<file path="config.mk">
export PLATFORM = sky130hd
export DESIGN_NAME = pwm_multi_channel_flat
export DESIGN_NICKNAME = d
export VERILOG_FILES = /design/src/rtl/pwm_multi_channel_if.sv /design/src/rtl/pwm_multi_channel.sv /design/src/flat_wrapper.sv
export SDC_FILE = /design/constraint.sdc
export NUM_CORES = 1
export LEC_CHECK = 0
export BUFFER_PORTS_ARGS = -buffer_cell sky130_fd_sc_hd__buf_2
export CAP_MARGIN = 5
export CORE_MARGIN = 1
export CORE_UTILIZATION = 34
export CTS_CLUSTER_DIAMETER = 200
export DETAILED_ROUTE_END_ITERATION = 10
export PLACE_DENSITY = 0.6
export SLEW_MARGIN = 10
export SYNTH_ARGS = -nofsm -noshare
export SYNTH_HDL_FRONTEND = slang
export SYNTH_SLANG_ARGS = --single-unit
</file>
<file path="constraint.sdc">
create_clock -name clk -period 2.2 [get_ports clk]
set_clock_uncertainty 0.2 [all_clocks]
set_input_delay 0.55 -clock clk [delete_from_list [all_inputs] [get_ports clk]]
set_output_delay 0.55 -clock clk [all_outputs]
set_load 0.01 [all_outputs]
</file>
<file path="src/rtl/pwm_multi_channel_if.sv">
// Register-access bus between the SPI peripheral's decoder and the PWM engine.
// The master issues write and read strobes. The slave returns read data one
// cycle after rd_en and holds it until the next read.
interface pwm_multi_channel_if;
  logic       wr_en;
  logic [6:0] wr_addr;
  logic [7:0] wr_data;
  logic       rd_en;
  logic [6:0] rd_addr;
  logic [7:0] rd_data;

  modport master (
    output wr_en, wr_addr, wr_data, rd_en, rd_addr,
    input  rd_data
  );

  modport slave (
    input  wr_en, wr_addr, wr_data, rd_en, rd_addr,
    output rd_data
  );
endinterface

</file>
<file path="src/rtl/pwm_multi_channel.sv">
// N-channel PWM engine with a byte-wide register file.
// It provides a shared period counter with a prescaler, a per-channel duty value,
// output polarity control and per-channel output/PWM enables.
// PERIOD, PRESCALE and DUTY are double-buffered. A pending copy takes bus writes,
// and the active copy loads at the period wrap. While the engine is disabled, the
// active copy simply tracks the pending copy. Bus reads return the pending copy.
module pwm_multi_channel #(
  parameter int         NUM_CH       = 16,
  parameter logic [7:0] RESET_PERIOD = 8'd255,
  parameter logic [7:0] RESET_PRESC  = 8'd0
) (
  input  logic                    clk,
  input  logic                    rst_n,
  pwm_multi_channel_if.slave      bus,
  output logic [NUM_CH-1:0]       out,
  output logic                    period_start
);

  logic                   ctrl_en;
  logic                   ctrl_inv;
  logic [NUM_CH-1:0]      out_en;
  logic [NUM_CH-1:0]      pwm_en;

  logic [7:0]             period_pend, period_act, period_nxt;
  logic [7:0]             presc_pend,  presc_act,  presc_nxt;
  logic [NUM_CH-1:0][7:0] duty_pend,   duty_act,   duty_nxt;

  logic [7:0]             pre_cnt;
  logic [7:0]             cnt;
  logic                   tick;
  logic                   wrap;

  logic [7:0]             rd_nxt;
  logic [NUM_CH-1:0]      out_nxt;

  // Level of one channel for the current counter value.
  function automatic logic chan_level(input logic       oe,
                                      input logic       pe,
                                      input logic       en,
                                      input logic       inv,
                                      input logic [7:0] duty,
                                      input logic [7:0] cnt_v);
    logic lvl;
    if (!oe)      lvl = 1'b0;              // output disabled: hard low, polarity ignored
    else if (!pe) lvl = ~inv;              // static "on" level
    else if (en)  lvl = (duty > cnt_v) ^ inv;
    else          lvl = inv;               // PWM channel idle while engine stopped
    return lvl;
  endfunction

  assign tick = ctrl_en && (pre_cnt == presc_act);
  assign wrap = tick && (cnt == period_act);

  // Next pending values, including this cycle's write. The active copy loads from
  // these values, so a write in the wrap cycle takes effect in the new period.
  always_comb begin
    period_nxt = period_pend;
    presc_nxt  = presc_pend;
    duty_nxt   = duty_pend;
    if (bus.wr_en) begin
      if (bus.wr_addr == 7'h01) period_nxt = bus.wr_data;
      if (bus.wr_addr == 7'h02) presc_nxt  = bus.wr_data;
      for (int i = 0; i < NUM_CH; i++) begin
        if (bus.wr_addr == 7'(32 + i)) duty_nxt[i] = bus.wr_data;
      end
    end
  end

  // Read mux over the pending/unshadowed registers; unmapped addresses read 0.
  always_comb begin
    rd_nxt = 8'h00;
    case (bus.rd_addr)
      7'h00:   rd_nxt = {6'b0, ctrl_inv, ctrl_en};
      7'h01:   rd_nxt = period_pend;
      7'h02:   rd_nxt = presc_pend;
      default: rd_nxt = 8'h00;
    endcase
    for (int i = 0; i < NUM_CH; i++) begin
      if (bus.rd_addr == 7'(4 + i/8)) rd_nxt[3'(i%8)] = out_en[i];
      if (bus.rd_addr == 7'(8 + i/8)) rd_nxt[3'(i%8)] = pwm_en[i];
      if (bus.rd_addr == 7'(32 + i))  rd_nxt          = duty_pend[i];
    end
  end

  // Per-channel output levels from the current counter value.
  always_comb begin
    out_nxt = '0;
    for (int i = 0; i < NUM_CH; i++) begin
      out_nxt[i] = chan_level(out_en[i], pwm_en[i], ctrl_en, ctrl_inv, duty_act[i], cnt);
    end
  end

  // Unshadowed control and enable registers. They take effect on the next cycle.
  always_ff @(posedge clk or negedge rst_n) begin
    if (!rst_n) begin
      ctrl_en  <= 1'b0;
      ctrl_inv <= 1'b0;
      out_en   <= '0;
      pwm_en   <= '0;
    end else if (bus.wr_en) begin
      if (bus.wr_addr == 7'h00) begin
        ctrl_en  <= bus.wr_data[0];
        ctrl_inv <= bus.wr_data[1];
      end
      for (int i = 0; i < NUM_CH; i++) begin
        if (bus.wr_addr == 7'(4 + i/8)) out_en[i] <= bus.wr_data[3'(i%8)];
        if (bus.wr_addr == 7'(8 + i/8)) pwm_en[i] <= bus.wr_data[3'(i%8)];
      end
    end
  end

  // Pending copies capture every write.
  always_ff @(posedge clk or negedge rst_n) begin
    if (!rst_n) begin
      period_pend <= RESET_PERIOD;
      presc_pend  <= RESET_PRESC;
      duty_pend   <= '0;
    end else begin
      period_pend <= period_nxt;
      presc_pend  <= presc_nxt;
      duty_pend   <= duty_nxt;
    end
  end

  // Active copies load at the period wrap, or continuously while stopped.
  always_ff @(posedge clk or negedge rst_n) begin
    if (!rst_n) begin
      period_act <= RESET_PERIOD;
      presc_act  <= RESET_PRESC;
      duty_act   <= '0;
    end else if (!ctrl_en || wrap) begin
      period_act <= period_nxt;
      presc_act  <= presc_nxt;
      duty_act   <= duty_nxt;
    end
  end

  // Prescaler and period counter. Both are held at 0 while stopped, so enabling
  // the engine always starts a clean period.
  always_ff @(posedge clk or negedge rst_n) begin
    if (!rst_n) begin
      pre_cnt <= 8'd0;
      cnt     <= 8'd0;
    end else if (!ctrl_en) begin
      pre_cnt <= 8'd0;
      cnt     <= 8'd0;
    end else if (tick) begin
      pre_cnt <= 8'd0;
      cnt     <= wrap ? 8'd0 : cnt + 8'd1;
    end else begin
      pre_cnt <= pre_cnt + 8'd1;
    end
  end

  // Output stage. The period_start pulse is aligned with the outputs' first
  // cycle at cnt=0.
  always_ff @(posedge clk or negedge rst_n) begin
    if (!rst_n) begin
      out          <= '0;
      period_start <= 1'b0;
    end else begin
      out          <= out_nxt;
      period_start <= ctrl_en && (cnt == 8'd0) && (pre_cnt == 8'd0);
    end
  end

  // Read data register. It holds its value between reads.
  always_ff @(posedge clk or negedge rst_n) begin
    if (!rst_n)         bus.rd_data <= 8'h00;
    else if (bus.rd_en) bus.rd_data <= rd_nxt;
  end

endmodule

</file>
<file path="src/flat_wrapper.sv">
// flat-port wrapper written by rule: the top's interface ports become plain ports
module pwm_multi_channel_flat 
#(
  parameter int         NUM_CH       = 16,
  parameter logic [7:0] RESET_PERIOD = 8'd255,
  parameter logic [7:0] RESET_PRESC  = 8'd0
)
  (clk, rst_n, out, period_start, bus_wr_en, bus_wr_addr, bus_wr_data, bus_rd_en, bus_rd_addr, bus_rd_data);
  pwm_multi_channel_if bus_i ();
  input  logic clk;
  input  logic rst_n;
  output logic [NUM_CH-1:0] out;
  output logic period_start;
  input wire logic [$bits(bus_i.wr_en)-1:0] bus_wr_en;
  input wire logic [$bits(bus_i.wr_addr)-1:0] bus_wr_addr;
  input wire logic [$bits(bus_i.wr_data)-1:0] bus_wr_data;
  input wire logic [$bits(bus_i.rd_en)-1:0] bus_rd_en;
  input wire logic [$bits(bus_i.rd_addr)-1:0] bus_rd_addr;
  output wire logic [$bits(bus_i.rd_data)-1:0] bus_rd_data;
  assign bus_i.wr_en = bus_wr_en;
  assign bus_i.wr_addr = bus_wr_addr;
  assign bus_i.wr_data = bus_wr_data;
  assign bus_i.rd_en = bus_rd_en;
  assign bus_i.rd_addr = bus_rd_addr;
  assign bus_rd_data = bus_i.rd_data;
  pwm_multi_channel #(.NUM_CH(NUM_CH), .RESET_PERIOD(RESET_PERIOD), .RESET_PRESC(RESET_PRESC)) u_core (.clk(clk), .rst_n(rst_n), .bus(bus_i), .out(out), .period_start(period_start));
endmodule
</file>
==> results.toml <==
[drt]
vias_per_cell = 5.56
wire_per_inst_um = 25.1
routed_wl_mm = 53.2
drt-initial-drc-count = 973
drt-pass1-iter-count = 5
ant_nets = 0
vias = 11800
route.detailed.drc = 0

[logic_synthesis]
ys_top_cells_by_count = "dfrtp_1 (259), mux2_2 (228), nand2_1 (85)"
synth_top_family_by_area = "multiplexers"
ys_seq_area_share_pct = 47.7
synth-xor-area-share_pct = 1.57
synth.top_cell.area_share_pct = 44.8
synth.ff_latch_count = 275
synth_cell_types = 75
synth-simple-area-share_pct = 10.8
synthAdderAreaFrac_pct = 5.88
synth_mux_area_share_pct = 19.7
ys.flop_type = "dfrtp_1"
synthArstFlopShare_pct = 100
ys.warnings.count = 0
synth_area_sq_um = 14500
yosysTopAreaCell = "dfrtp_1"
syn_inst = 1280
synthTopCellsByArea = "dfrtp_1 (45%), mux2_2 (18%), ha_1 (5.9%)"
synth-compound-area-share_pct = 10.8
avgSynthCellArea_sq_um = 11.3
synth-edff-count = 0
yosysMostFrequentCell = "dfrtp_1"

[setup_path]
crit_path_end_kind = "flip-flop"
crit_path_start_kind = "flip-flop"
crit_type = "reg -> reg"
worstPathRequired_ns = 2.49
crit_path_max_fanout = 3
crit_arrival_ns = 2.65

[placement]
portBuffers = 42
dpl.hpwl_mm = 38.1
place_congestion = 0.955

[power_and_ir_drop]
cellPowerDensity_nw_per_um2 = 753
leakage_nw = 9.23
ir_drop_v = 0.000554

[timing]
layout_setup_ws_ns = -0.156
hold_viol = 0
finalCritPeriodShare_pct = 107
rsz0062_at_grt = "true"
setup_viol = 67
min_period_ns = 2.36
fmax_mhz = 424
maxSlewViolCount = 0
worst_pin_slew_ns = 0.754
slew_headroom_pct = 49.7
tns_ns = -6.29
hold_ws_ns = 0.216

[clocking]
cts_made_buffers = 31
root_buffer = "clkbuf_16"
clkSlewWorstSetupHoldPaths_ns = 0.07
clock_latency_ns = 0.60
clock_path_buffers = 3
cts-htree-levels = 1
clock-sinks = 275
cts_tree = "built"

[run_status]
violations = "negative setup slack"
status = "finished with violations"

[finish]
fin_nets = 1652
drive_gt1_share_pct = 42.8
syn2layout_area_growth_pct = 32.6
post-route-util_pct = 45.8
nFillCells = 3838

[die]
die_w_um = 208
dieArea_sq_um = 43400
die_y_um = 208
pin_count = 51
core-area_sq_um = 41900
initial_core_util_pct = 34.5
row_count = 75

[hold_path]
worst_hold_path_type = "in -> reg"

[global_routing]
grt_max_degree = 61
grt_pass1_vias = 12000
overflow = 0
grt_use_total_pct = 24.6
antenna_found_initial = 1
grt_first_pass_wirelength_mm = 79.1

[run]
maxCapViolations = 0
-- worst paths after layout --
path,startpoint,to,slack [ns],cells after the start
max in group asynchronous,rst_n,u_core.duty_pend[33],0.89,3
worst max-delay path,u_core.cnt[2],u_core.out[8],-0.16,10
worst max register to register,u_core.cnt[2],u_core.out[8],-0.16,10
worst min register to register,u_core.duty_act[87],u_core.duty_act[87],0.29,1
worst min-delay path,bus_rd_en,u_core.bus.rd_data[6],0.22,3
min in group asynchronous,rst_n,u_core.duty_act[0],0.24,2
-- sequential cells by signal (all words and copies together) (netlist names) --
signal	count
u_core.duty_pend	128
u_core.bus.rd_data	8
u_core.out_en	8
u_core.period_pend	8
u_core.period_act	8
u_core.ctrl_en	1
u_core.pre_cnt	8
u_core.period_start	1
u_core.pwm_en	8
u_core.duty_act	64
u_core.cnt	8
u_core.presc_act	8
u_core.ctrl_inv	1
u_core.presc_pend	8
u_core.out	8
-- worst max-delay path, cell delays in order, from the launching register on --
cell and delay, ns:
dfrtp_1 0.39, clkinvlp_4 0.17, buf_12 0.17, buf_12 0.12, ha_4 0.21, a21oi_2 0.12, o221ai_1 0.11, a21oi_1 0.14
o21ai_1 0.08, a31oi_1 0.22, mux2i_1 0.30
-- where the power goes --
group,total (W),internal [W],switching (W),leakage (nW)
logic,0.00288,0.00146,0.00142,4.99
clock network,0.00568,0.00339,0.00229,0.551
registers,0.00589,0.00552,0.000378,3.69
-- what timing repair did --
item | 4_1_cts | 5_1_grt
pin swaps | 24 | 21
resized for setup | 86 | 29
hold buffers | 1 | 0
setup buffers | 23 | 6
setup endpoints to repair | 35 | 86
hold endpoints to repair | 52 | 0
gates cloned | 4 | 3
-- final cells by class --
class / instances / area (sq um) / share of cell area, %
Sequential cell: 275 / 6900 / 36.0
Inverter: 38 / 146 / 0.762
Tap cell: 539 / 674 / 3.51
Multi-Input combinational cell: 899 / 7540 / 39.3
Antenna cell: 2 / 5.00 / 0.0261
Clock buffer: 37 / 858 / 4.47
Clock inverter: 21 / 274 / 1.43
Timing Repair Buffer: 313 / 2800 / 14.6
-- kinds of logic after synthesis --
family,count (synthesis)
DFF,275
other,1
buffers and inverters,113
adders and majority gates,68
xor gates and xnor gates,26
and+or+nand+nor,307
muxes,255
AOI/OAI and AO/OA,235
-- cells in the final DEF (no fill, tap or decap), types with 11 or more instances in the layout --
master     instances
dfrtp_1          258
buf_4            226
mux2_2           194
nand2_1           85
nor2_1            72
ha_1              57
a21oi_1           43
o21ai_0           42
buf_2             41
mux2_4            38
inv_1             35
nand3_1           34
clkbuf_16         34
buf_12            28
xnor2_1           19
mux2i_1           19
nor3_1            19
o211ai_1          16
dfstp_2           16
nand4_1           14
o22ai_1           14
nand2b_1          13
o31ai_1           13
a31oi_1           12
ha_4              11
-- per-layer routing --
metal	global-route usage, %	up-vias	part of all wire [%]
met4	6.28	0	2.3
li1	-	5277	-
met3	5.52	80	6.8
met5	0	-	0
met1	34.8	6007	46
met2	37.8	437	45
-- stage by stage --
stage / setup WS, ns / instance area, sq um / total power [W] / instances
2_1_floorplan: -0.0977 / 14500 / 0.00714 / 1287
3_3_place_gp: -0.520 / 17100 / 0.00815 / 2033
3_5_place_dp: -0.548 / 17100 / 0.00821 / 2033
4_1_cts: -0.122 / 19000 / 0.0143 / 2117
5_1_grt: -0.245 / 19200 / 0.0150 / 2122
6_report: -0.156 / 19200 / 0.0145 / 2124
(Power assumes the default switching activity.)
